$ cat config.mk
export PLATFORM = sky130hd
export DESIGN_NAME = if_stage_flat
export DESIGN_NICKNAME = d
export VERILOG_FILES = /design/src/rtl/riscv_pkg.sv /design/src/rtl/if_stage_if.sv /design/src/rtl/if_stage_pc_reg.sv /design/src/rtl/if_stage.sv /design/src/flat_wrapper.sv
export SDC_FILE = /design/constraint.sdc
export NUM_CORES = 1
export LEC_CHECK = 0
export CORE_ASPECT_RATIO = 0.9
export CORE_MARGIN = 3
export CORE_UTILIZATION = 30
export DETAILED_ROUTE_END_ITERATION = 12
export SYNTH_ARGS = -nofsm -noshare
export SYNTH_HDL_FRONTEND = slang
export SYNTH_SLANG_ARGS = --single-unit
$ cat constraint.sdc
create_clock -name clk -period 3.97 [get_ports clk]
set_clock_uncertainty 0.1 [all_clocks]
set_input_delay 0.9925 -clock clk [delete_from_list [all_inputs] [get_ports clk]]
set_output_delay 0.9925 -clock clk [all_outputs]
set_load 0.05 [all_outputs]
$ cat src/rtl/riscv_pkg.sv
// Shared RISC-V core constants used by the fetch stage and its bus interface.
package riscv_pkg;

    localparam int unsigned XLEN     = 32;
    localparam int unsigned IMEM_AW  = 6;
    localparam logic [31:0] RESET_PC = 32'h0000_0000;
    localparam logic [31:0] NOP_INST = 32'h0000_0033;

endpackage

$ cat src/rtl/if_stage_if.sv
// Fetch-stage bus: hazard/redirect inputs, instruction-memory port and IF/ID outputs.
interface if_stage_if;
    import riscv_pkg::*;

    logic                stall;
    logic                redirect;
    logic [XLEN-1:0]     redirect_pc;
    logic [IMEM_AW-1:0]  imem_addr;
    logic [31:0]         imem_data;
    logic [XLEN-1:0]     ifid_pc;
    logic [XLEN-1:0]     ifid_pc_plus4;
    logic [31:0]         ifid_inst;
    logic                ifid_valid;

    modport master (
        input  stall, redirect, redirect_pc, imem_data,
        output imem_addr, ifid_pc, ifid_pc_plus4, ifid_inst, ifid_valid
    );

    modport slave (
        output stall, redirect, redirect_pc, imem_data,
        input  imem_addr, ifid_pc, ifid_pc_plus4, ifid_inst, ifid_valid
    );

endinterface

$ cat src/rtl/if_stage_pc_reg.sv
// Program counter: reset > load (word-aligned) > hold > increment by 4.
module pc_reg #(
    parameter int unsigned     XLEN     = riscv_pkg::XLEN,
    parameter logic [XLEN-1:0] RESET_PC = XLEN'(riscv_pkg::RESET_PC)
) (
    input  logic            clk,
    input  logic            rst,
    input  logic            load,
    input  logic [XLEN-1:0] load_pc,
    input  logic            hold,
    output logic [XLEN-1:0] pc
);

    always_ff @(posedge clk) begin
        if (rst) begin
            pc <= RESET_PC;
        end else if (load) begin
            pc <= {load_pc[XLEN-1:2], 2'b00};
        end else if (!hold) begin
            pc <= pc + XLEN'(4);
        end
    end

endmodule

$ cat src/rtl/if_stage.sv
// Instruction-fetch stage: owns the PC, addresses instruction memory and fills IF/ID.
module if_stage #(
    parameter int unsigned     XLEN     = riscv_pkg::XLEN,
    parameter int unsigned     IMEM_AW  = riscv_pkg::IMEM_AW,
    parameter logic [XLEN-1:0] RESET_PC = XLEN'(riscv_pkg::RESET_PC),
    parameter logic [31:0]     NOP_INST = riscv_pkg::NOP_INST
) (
    input  logic          clk,
    input  logic          rst,
    if_stage_if.master    bus
);

    logic [XLEN-1:0] pc;

    pc_reg #(
        .XLEN     (XLEN),
        .RESET_PC (RESET_PC)
    ) u_pc_reg (
        .clk     (clk),
        .rst     (rst),
        .load    (bus.redirect),
        .load_pc (bus.redirect_pc),
        .hold    (bus.stall),
        .pc      (pc)
    );

    // Memory only sees the word index, so fetch wraps every 256 bytes.
    assign bus.imem_addr = pc[IMEM_AW+1:2];

    // IF/ID register; a redirect squashes the wrong-path fetch even under stall.
    always_ff @(posedge clk) begin
        if (rst || bus.redirect) begin
            bus.ifid_inst     <= NOP_INST;
            bus.ifid_valid    <= 1'b0;
            bus.ifid_pc       <= '0;
            bus.ifid_pc_plus4 <= '0;
        end else if (!bus.stall) begin
            bus.ifid_inst     <= bus.imem_data;
            bus.ifid_valid    <= 1'b1;
            bus.ifid_pc       <= pc;
            bus.ifid_pc_plus4 <= pc + XLEN'(4);
        end
    end

endmodule

$ cat src/flat_wrapper.sv
// flat-port wrapper written by rule: the top's interface ports become plain ports
module if_stage_flat 
#(
    parameter int unsigned     XLEN     = riscv_pkg::XLEN,
    parameter int unsigned     IMEM_AW  = riscv_pkg::IMEM_AW,
    parameter logic [XLEN-1:0] RESET_PC = XLEN'(riscv_pkg::RESET_PC),
    parameter logic [31:0]     NOP_INST = riscv_pkg::NOP_INST
)
  (clk, rst, bus_stall, bus_redirect, bus_redirect_pc, bus_imem_data, bus_imem_addr, bus_ifid_pc, bus_ifid_pc_plus4, bus_ifid_inst, bus_ifid_valid);
  if_stage_if bus_i ();
  input  logic clk;
  input  logic rst;
  input wire logic [$bits(bus_i.stall)-1:0] bus_stall;
  input wire logic [$bits(bus_i.redirect)-1:0] bus_redirect;
  input wire logic [$bits(bus_i.redirect_pc)-1:0] bus_redirect_pc;
  input wire logic [$bits(bus_i.imem_data)-1:0] bus_imem_data;
  output wire logic [$bits(bus_i.imem_addr)-1:0] bus_imem_addr;
  output wire logic [$bits(bus_i.ifid_pc)-1:0] bus_ifid_pc;
  output wire logic [$bits(bus_i.ifid_pc_plus4)-1:0] bus_ifid_pc_plus4;
  output wire logic [$bits(bus_i.ifid_inst)-1:0] bus_ifid_inst;
  output wire logic [$bits(bus_i.ifid_valid)-1:0] bus_ifid_valid;
  assign bus_i.stall = bus_stall;
  assign bus_i.redirect = bus_redirect;
  assign bus_i.redirect_pc = bus_redirect_pc;
  assign bus_i.imem_data = bus_imem_data;
  assign bus_imem_addr = bus_i.imem_addr;
  assign bus_ifid_pc = bus_i.ifid_pc;
  assign bus_ifid_pc_plus4 = bus_i.ifid_pc_plus4;
  assign bus_ifid_inst = bus_i.ifid_inst;
  assign bus_ifid_valid = bus_i.ifid_valid;
  if_stage #(.XLEN(XLEN), .IMEM_AW(IMEM_AW), .RESET_PC(RESET_PC), .NOP_INST(NOP_INST)) u_core (.clk(clk), .rst(rst), .bus(bus_i));
endmodule
==> results of run 1 <==
-- synthesized netlist by cell type (all sizes together), types with 10 or more instances --
library cell and n:
buf 31, nand2 24, o21ai 25, nor2 95, a21oi 51, nand3 16, inv 20, nand4 11
nor4 10, xor2 23, clkbuf 26, nor3 17, dfxtp 123, mux2i 67, xnor2 32, o21a 20
-- cell type report --
cell class / instances / area, sq um / share of cell area (%)
Clock buffer: 20 / 456.7 / 5.833
Clock inverter: 12 / 146.4 / 1.870
Tap cell: 240 / 300.3 / 3.836
Multi-Input combinational cell: 419 / 2678 / 34.20
Inverter: 21 / 78.83 / 1.007
Timing Repair Buffer: 172 / 1707 / 21.80
Sequential cell: 123 / 2462 / 31.45
-- through the flow --
step / instances / setup slack, ns / utilization (%) / cell area, sq um / power (W)
6_report: 1007 / 1.035 / 44.02 / 7829 / 0.003368
4_1_cts: 1007 / 0.9880 / 44.02 / 7829 / 0.003407
3_5_place_dp: 975 / 1.001 / 40.63 / 7226 / 0.001811
2_1_floorplan: 620 / 1.609 / - / 5513 / 0.001647
5_1_grt: 1007 / 0.8570 / 44.02 / 7829 / 0.003504
3_3_place_gp: 975 / 1.006 / 40.63 / 7226 / 0.001810
-- power groups by stage --
| stage | sequential (W) | clock, W | combinational (W) |
|---|---|---|---|
| 2_1_floorplan | 0.00144 | 0 | 0.000210 |
| 3_3_place_gp | 0.00137 | 0 | 0.000444 |
| 3_5_place_dp | 0.00137 | 0 | 0.000445 |
| 4_1_cts | 0.00134 | 0.00162 | 0.000448 |
| 5_1_grt | 0.00135 | 0.00168 | 0.000476 |
| 6_report | 0.00134 | 0.00158 | 0.000444 |
-- kinds of logic after synthesis --
kind of cell,share of synthesized area (%)
flops,44.76
fa+ha+maj,0.2274
other cells,0.06816
buf+inv,6.823
simple gates,17.28
compound gates,9.893
xor+xnor,8.756
mux,12.19
-- per-layer routing --
layer  GRT usage, %  share of wire [%]
met1          21.93                 51
met2          22.82                 44
met3          4.396                4.4
met4          3.965               0.75
met5              0                  0
-- path summary, 6_finish.rpt --
kind         slack (ns)                     endpoint                        start
min                0.36  u_core.bus.ifid_pc_plus4[3]  u_core.bus.ifid_pc_plus4[3]
max reg2reg        1.19       u_core.u_pc_reg.pc[22]        u_core.u_pc_reg.pc[3]
min reg2reg        0.36  u_core.bus.ifid_pc_plus4[3]  u_core.bus.ifid_pc_plus4[3]
max                1.04             bus_imem_addr[2]        u_core.u_pc_reg.pc[4]
==> summary.md, run 1 <==
| Metric | Value |
|---|---|
| Sequential share of the synthesized area | 44.76% |
| Crit path DAT | 1.84 ns |
| CTS Sinks | 123 |
| GR Overflow Total | 0 |
| Total track usage | 15.34% |
| Post-DP HPWL | 10.52 mm |
| CORE AREA | 17780 sq um |
| Min-Delay Path Depth | 2 |
| Prevailing post-synth register cell | dfxtp_1 |
| CP top delay family | buffers and inverters |
| Peak VDD IR | 0.2453 mV |
| Least-Margin Pin Slew | 0.9698 ns |
| Ys async rst share | 0% |
| CTS tree | built |
| Largest net degree at the start of global routing | 54 |
| Hold_buf cts | 0 |
| Rows | 46 |
| P per Cell Area | 430.2 nW/um^2 |
| Io pins | 171 |
| Class of the worst hold path | flop to flop |
| Clock buffer count from CTS | 17 |
| Max FFs per register | 32 |
| Final setup viols | 0 |
| Residual DRC | 0 |
| Wire per inst | 15.31 microns |
| Hold Fails Final Rpt | 0 |
| Setup tns final | 0 ns |
| CP Class | flop to output pin |
| NetSw | 0.0008793 W |
| Vias in the first global route | 4387 |
| Average cell area after synthesis | 8.917 sq um |
| Initial antenna violation count | 0 |
| Lkg Pwr | 3.029 nW |
| Instance count on the critical path | 1 |
| Deepest clock path buffer count | 2 |
| CTS resizes | 0 |
| Critical-path maximum fanout | 10 |
| Post-route ant nets | 0 |
| Synth unique cells | 39 |
| Vias/cell | 4.502 |
| Number of synthesized register bits | 123 |
| Final WL | 15.42 mm |
| Slowest CP cell | clkdlybuf4s50_1 |
| Die area | 20000 sq um |
| Top cell type's share of synthesized area | 44.76% |
| Nets@finish | 823 |
| Final period util | 73.92% |
| Layout cells sized above 1 | 6.910% |
| Layout area overhead | 42.30% |
| Final min period | 2.935 ns |
| H-tree depth | 4 |
| Fillers | 1765 |
| CP peak stage delay | 0.90 ns |
| Fmax | 340.7 MHz |
| Slew Limit Headroom | 34.75% |
| N_diodes | 0 |
| Status | completed |
| Root Driver | clkbuf_16 |
| Largest area contributor in the netlist | dfxtp_1 |
| Synth Instances | 617 |
| Nature of the critical path endpoint | output pin |
| Flop pwr share | 39.8% |
| Clock power share | 47.0% |
| Internal power | 0.002488 W |
| I/O Buffers | 164 |
| Unrepaired setup endpoints after global routing | no |
| Top reg by flops | u_core.bus.ifid_inst |
| Clk_lat worst skew | 0.42 ns |
| Die Span Y | 134.5 microns |
| Initial DRC count | 230 |
| Most common cell after layout, fill and taps aside | clkdlybuf4s50_1 |
| Ys Warns | 0 |
| Most frequent cells in the layout | clkdlybuf4s50_1, dfxtp_1, nor2_1 |
| Die width | 148.7 microns |
| Slew Limit Fails | 0 |
| Power share of the combinational group | 13.2% |
| Overall via count from detail_route | 4534 |
| Worst Setup Start Kind | flop |
| Sw Ratio | 26.11% |
| Maxcap violations | 0 |
| Post-CTS Setup Bufs | 0 |
| Crit-path cells | clkdlybuf4s50_1 |
| Wire length of the first global-routing pass | 24.21 mm |
| R2R cell count | 6 |
| Final GP Congestion | 0.8140 |
| Initial core utilization | 30.93% |
| Final Hold Slack | 0.3637 ns |
| DR pass1 iterations | 6 |
| Top post-synthesis cells by area | dfxtp_1, mux2i_1, nor2_1 |
| Clock-pin slew on the worst setup and hold paths | 0.05 ns |
| Mapped cell area | 5502 sq um |
| Bufs and invs on worst path | 1 |
| Worst EP required | 2.88 ns |
| Post-synth EDFFs | 0 |
No activity file was read; power rests on OpenSTA's default activity.
==> run 2: changes to the inputs <==
==> constraint.sdc (replaced) <==
create_clock -name clk -period 3 [get_ports clk]
set_clock_uncertainty 0.1 [all_clocks]
set_input_delay 0.75 -clock clk [delete_from_list [all_inputs] [get_ports clk]]
set_output_delay 0.75 -clock clk [all_outputs]
set_load 0.05 [all_outputs]
==> run 2 against run 1 <==
Highest routed layer unchanged; total power grew 29%; sequential share of layout area is 0.065 points lower; clock power up 25%; first-iteration DRC count shrank 22%; critical endpoint is now bus_imem_addr[5].
==> summary.md, run 2 (synthesis gave the netlist of run 1 again) <==
| Metric | Value |
|---|---|
| Worst EP required | 2.15 ns (-0.73 ns) |
| Die Span Y | 134.5 microns (unchanged) |
| Layout cells sized above 1 | 7.474% (+0.56 points) |
| Deepest clock path buffer count | 2 (unchanged) |
| CTS resizes | 0 (unchanged) |
| Most frequent cells in the layout | clkdlybuf4s50_1, dfxtp_1, nor2_1 |
| Post-DP HPWL | 11.01 mm (+4.7%) |
| Final instance area | 7845 sq um (+0.21%) |
| Clock buffer count from CTS | 17 (unchanged) |
| Most common cell after layout, fill and taps aside | clkdlybuf4s50_1 |
| Largest net degree at the start of global routing | 53 (-1.9%) |
| CP top delay family | buffers and inverters |
| CP peak stage delay | 0.90 ns (about the same) |
| Die width | 148.7 microns (unchanged) |
| Post-CTS Setup Bufs | 0 (unchanged) |
| Total track usage | 15.66% (+0.32 points) |
| DP Worst Slack | 0.4920 ns (-0.5088 ns) |
| Layout area overhead | 42.60% |
| Internal power | 0.003214 W (+29%) |
| Rows | 46 (unchanged) |
| Final setup viols | 0 (unchanged) |
| Initial DRC count | 180 (-22%) |
| P per Cell Area | 553.0 nW/um^2 (+29%) |
| Residual DRC | 0 (unchanged) |
| Initial antenna violation count | 0 (unchanged) |
| Power share of the combinational group | 13.8% (+0.6 points) |
| CTS Sinks | 123 (unchanged) |
| Slew Limit Fails | 0 (unchanged) |
| Initial core utilization | 30.93% (unchanged) |
| Hold Fails Final Rpt | 0 (unchanged) |
| Final WL | 15.31 mm (-0.73%) |
| Peak VDD IR | 0.3770 mV (+54%) |
| CORE AREA | 17780 sq um (unchanged) |
| Sw Ratio | 25.93% (-0.18 points) |
| I/O Buffers | 164 (unchanged) |
| Hold_buf cts | 0 (unchanged) |
| Lkg Pwr | 3.055 nW (+0.85%) |
| Status | completed |
| H-tree depth | 4 (unchanged) |
| Top reg by flops | u_core.bus.ifid_inst |
| Slew Limit Headroom | 59.02% (+24 points) |
| Nature of the critical path endpoint | output pin |
| Fmax | 373.4 MHz |
| Clock-pin slew on the worst setup and hold paths | 0.05 ns (about the same) |
| Bufs and invs on worst path | 1 (unchanged) |
| Overall via count from detail_route | 4629 (+2.1%) |
| Root Driver | clkbuf_16 |
| Core Util, Final | 44.11% (+0.091 points) |
| Slowest CP cell | clkdlybuf4s50_1 |
| Clock power share | 45.5% (-1.5 points) |
| Wire length of the first global-routing pass | 24.70 mm (+2.0%) |
| Crit path DAT | 1.83 ns (about the same) |
| Post-route ant nets | 0 (unchanged) |
| Class of the worst hold path | flop to flop |
| Nets@finish | 832 (+1.1%) |
| N_diodes | 0 (unchanged) |
| Pwr Total | 0.004339 W (+29%) |
| Placed cell areas | 7281 sq um (+0.76%) |
| Unrepaired setup endpoints after global routing | no |
| Max FFs per register | 32 (unchanged) |
| Maxcap violations | 0 (unchanged) |
| CP Class | flop to output pin |
| Die area | 20000 sq um (unchanged) |
| Final min period | 2.678 ns |
| Critical-path maximum fanout | 10 (unchanged) |
| Least-Margin Pin Slew | 0.6091 ns (-0.3607 ns) |
| Vias/cell | 4.556 (+1.2%) |
| Final period util | 89.26% |
| Io pins | 171 (unchanged) |
| GR Overflow Total | 0 (unchanged) |
| CTS tree | built |
| Wire per inst | 15.06 microns (-1.6%) |
| Setup tns final | 0 ns (unchanged) |
| Vias in the first global route | 4549 (+3.7%) |
| Crit-path cells | clkdlybuf4s50_1 |
| DR pass1 iterations | 4 (-2) |
| Clk_lat worst skew | 0.41 ns (about the same) |
| PnR worst setup slack | 0.3221 ns (-0.7131 ns) |
| Flop pwr share | 40.8% (+1.0 points) |
| Final GP Congestion | 0.7808 (-4.1%) |
| NetSw | 0.001125 W (+28%) |
| Worst Setup Start Kind | flop |
## run 2: final timing paths
path                         startpoint                      endpoint  slack [ns]  depth (start not counted)
setup / recovery  u_core.u_pc_reg.pc[7]              bus_imem_addr[5]        0.32                          1
hold / removal    u_core.bus.ifid_valid         u_core.bus.ifid_valid        0.37                          1
setup reg to reg  u_core.u_pc_reg.pc[3]  u_core.bus.ifid_pc_plus4[28]        0.50                          6
hold reg to reg   u_core.bus.ifid_valid         u_core.bus.ifid_valid        0.37                          1
## run 2: layout make-up
type                            count  area, sq um
Clock inverter                      8        92.59
Tap cell                          240        300.3
Timing Repair Buffer              181         1762
Multi-Input combinational cell    419         2678
Sequential cell                   123         2462
Clock buffer                       24        471.7
Inverter                           21        78.83
Fill cell                        1790         9940
## run 2: routing by layer
layer	vias to the layer above	routed length [microns]	track usage, %
met1	2104	7420	22.32
met5	-	0	0
met4	0	216	4.372
li1	2365	-	-
met3	15	997	5.000
met2	145	6671	22.82
## run 2: worst reg2reg max path: stages, from the launching register on
cell and delay, ns:
dfxtp_1 0.43, ha_1 0.30, nand4_1 0.35, or4_1 0.71, nor3_1 0.22, xnor2_1 0.15
a21oi_1 0.08
## run 2: through the flow
| step | hold slack, ns | instances |
|---|---|---|
| 2_1_floorplan | 0.4258 | 620 |
| 3_3_place_gp | 0.3363 | 984 |
| 3_5_place_dp | 0.3523 | 984 |
| 4_1_cts | 0.3648 | 1016 |
| 5_1_grt | 0.3880 | 1016 |
| 6_report | 0.3661 | 1016 |
## run 2: power groups by stage
stage / Sequential, W / Clock, W / Combinational, W
after floorplan: 0.00190 / 0 / 0.000277
after global placement: 0.00180 / 0 / 0.000598
after detailed placement: 0.00180 / 0 / 0.000600
after CTS: 0.00177 / 0.00203 / 0.000603
after global routing: 0.00178 / 0.00210 / 0.000643
final: 0.00177 / 0.00197 / 0.000597
==> run 3: changes to the inputs <==
--- a/config.mk
+++ b/config.mk
@@ -5,10 +5,13 @@
 export SDC_FILE = /design/constraint.sdc
 export NUM_CORES = 1
 export LEC_CHECK = 0
+export CELL_PAD_IN_SITES_DETAIL_PLACEMENT = 1
+export CELL_PAD_IN_SITES_GLOBAL_PLACEMENT = 1
 export CORE_ASPECT_RATIO = 0.9
 export CORE_MARGIN = 3
 export CORE_UTILIZATION = 30
 export DETAILED_ROUTE_END_ITERATION = 12
+export PLACE_DENSITY_LB_ADDON = 0.1
 export SYNTH_ARGS = -nofsm -noshare
 export SYNTH_HDL_FRONTEND = slang
 export SYNTH_SLANG_ARGS = --single-unit
==> run 3 against run 2 <==
Critical path depth is the same; count of clock-buffer cells in the layout down 2; register-to-register slack hardly changed; wire length is 12% higher; critical endpoint is now bus_imem_addr[3]; via count grew 2.5%; worst hold slack got worse by 0.010 ns; worst setup slack lost 0.037 ns; largest power group unchanged.
==> summary.md, run 3 (synthesis gave the netlist of run 1 again) <==
| Metric | Value |
|---|---|
| Class of the worst hold path | flop to flop |
| FF-to-FF Start | u_core.u_pc_reg.pc[3] |
| Die width | 148.7 microns (unchanged) |
| Rows | 46 (unchanged) |
| HP Start | u_core.bus.ifid_valid |
| Reg2reg end | u_core.u_pc_reg.pc[28] |
| Worst EP required | 2.15 ns (about the same) |
| CP Class | flop to output pin |
| Initial core utilization | 30.93% (unchanged) |
| CP top delay family | buffers and inverters |
| Lkg Pwr | 3.028 nW (-0.89%) |
| R2R cell count | 6 (unchanged) |
| GR Overflow Total | 0 (unchanged) |
| Die area | 20000 sq um (unchanged) |
| Die Span Y | 134.5 microns (unchanged) |
| Placed cell areas | 7268 sq um (-0.17%) |
| P per Cell Area | 552.7 nW/um^2 (about the same) |
| Final period util | 90.49% (+1.2 points) |
| Clock-pin slew on the worst setup and hold paths | 0.06 ns (about the same) |
| Initial antenna violation count | 0 (unchanged) |
| Crit path DAT | 1.86 ns (+0.03 ns) |
| Wire per inst | 16.90 microns (+12%) |
| Critical-path maximum fanout | 9 (-1) |
| Vias in the first global route | 5114 (+12%) |
| H-tree depth | 4 (unchanged) |
| I/O Buffers | 164 (unchanged) |
| CORE AREA | 17780 sq um (unchanged) |
| CTS tree | built |
| Crit-path cells | clkdlybuf4s50_1 |
| Worst Setup Start Kind | flop |
| Nets@finish | 827 (-0.60%) |
| Largest net degree at the start of global routing | 58 (+9.4%) |
| Final Hold Slack | 0.3559 ns (-0.01021 ns) |
| Root Driver | clkbuf_16 |
| Vias/cell | 4.693 (+3.0%) |
| Bufs and invs on worst path | 1 (unchanged) |
| Top reg by flops | u_core.bus.ifid_inst |
| Slew Limit Headroom | 55.74% (-3.3 points) |
| Hold_buf cts | 0 (unchanged) |
| Total track usage | 17.36% (+1.7 points) |
| Layout area overhead | 42.39% |
| Clock buffer count from CTS | 17 (unchanged) |
| Residual DRC | 0 (unchanged) |
| Max FFs per register | 32 (unchanged) |
| Layout cells sized above 1 | 7.263% (-0.21 points) |
| Hold Fails Final Rpt | 0 (unchanged) |
| Overall via count from detail_route | 4745 (+2.5%) |
| CP peak stage delay | 0.89 ns (about the same) |
| Peak VDD IR | 0.3923 mV (+4.1%) |
| Initial DRC count | 197 (+9.4%) |
| Clk_lat worst skew | 0.42 ns (about the same) |
| Final GP Congestion | 0.7712 (-1.2%) |
| Nature of the critical path endpoint | output pin |
| Io pins | 171 (unchanged) |
| Least-Margin Pin Slew | 0.6639 ns (+0.05489 ns) |
| Final instance area | 7834 sq um (-0.14%) |
| Wire length of the first global-routing pass | 27.30 mm (+11%) |
| Fillers | 2028 (+13%) |
| N_diodes | 0 (unchanged) |
| Deepest clock path buffer count | 2 (unchanged) |
| Status | completed |
| CTS Sinks | 123 (unchanged) |
| Most common cell after layout, fill and taps aside | clkdlybuf4s50_1 |
| Unrepaired setup endpoints after global routing | no |
| Min-Delay Path Depth | 1 (unchanged) |
| Fmax | 368.4 MHz (-1.3%) |
| Slowest CP cell | clkdlybuf4s50_1 |
| DR pass1 iterations | 4 (unchanged) |
| Crit path launch | u_core.u_pc_reg.pc[5] |
| Final min period | 2.715 ns (+0.03665 ns) |
| Most frequent cells in the layout | clkdlybuf4s50_1, dfxtp_1, nor2_1 |
| R2R setup slack | 0.49 ns (about the same) |
| Final WL | 17.09 mm (+12%) |
| Slew Limit Fails | 0 (unchanged) |
| Final setup viols | 0 (unchanged) |
| Maxcap violations | 0 (unchanged) |
| Hold Crit Endpoint | u_core.bus.ifid_valid |
| CTS resizes | 0 (unchanged) |
| Setup tns final | 0 ns (unchanged) |
| Post-DP HPWL | 12.19 mm (+11%) |
| Post-route ant nets | 0 (unchanged) |
| Post-CTS Setup Bufs | 0 (unchanged) |
## run 3: power by group
part           switching (W)  internal [W]  total [W]
combinational       0.000345      0.000255   0.000600
clock               0.000756       0.00120    0.00196
sequential         0.0000733       0.00170    0.00177
## run 3: metal layers
metal | track usage [%] | up-vias | part of all wire, % | wire length (microns)
met5 | 0 | - | 0 | 0
met2 | 27.95 | 112 | 47 | 8035
met1 | 22.74 | 2283 | 47 | 8027
met4 | 4.677 | 0 | 1.0 | 179
met3 | 5.369 | 11 | 4.9 | 844
li1 | - | 2339 | - | -
## run 3: stage by stage
step                util [%]  instances  total power (W)  setup WS (ns)
finish                 44.05       1011         0.004330         0.2854
global route           44.05       1011         0.004528         0.1686
CTS                    44.05       1011         0.004394         0.2746
detailed placement     40.87        979         0.002412         0.4763
global placement       40.87        979         0.002398         0.5177
floorplan                  -        620         0.002180         0.8768
## run 3: layout make-up
type,instances,area [sq um],area share [%]
multi-input cells,419,2678,34.18
flip-flops and latches,123,2462,31.43
repair buffers,176,1749,22.33
clock buffers,22,474.2,6.053
well taps,240,300.3,3.833
clock inverters,10,91.34,1.166
inverters,21,78.83,1.006
## run 3: worst max path at each step
stage / to / slack, ns / cells past startpoint
6_report: bus_imem_addr[3] / 0.29 / 1
5_1_grt: u_core.u_pc_reg.pc[28] / 0.17 / 6
4_1_cts: bus_imem_addr[3] / 0.27 / 1
3_5_place_dp: u_core.u_pc_reg.pc[28] / 0.48 / 6
3_3_place_gp: u_core.bus.ifid_pc_plus4[28] / 0.52 / 6
2_1_floorplan: u_core.u_pc_reg.pc[26] / 0.88 / 6
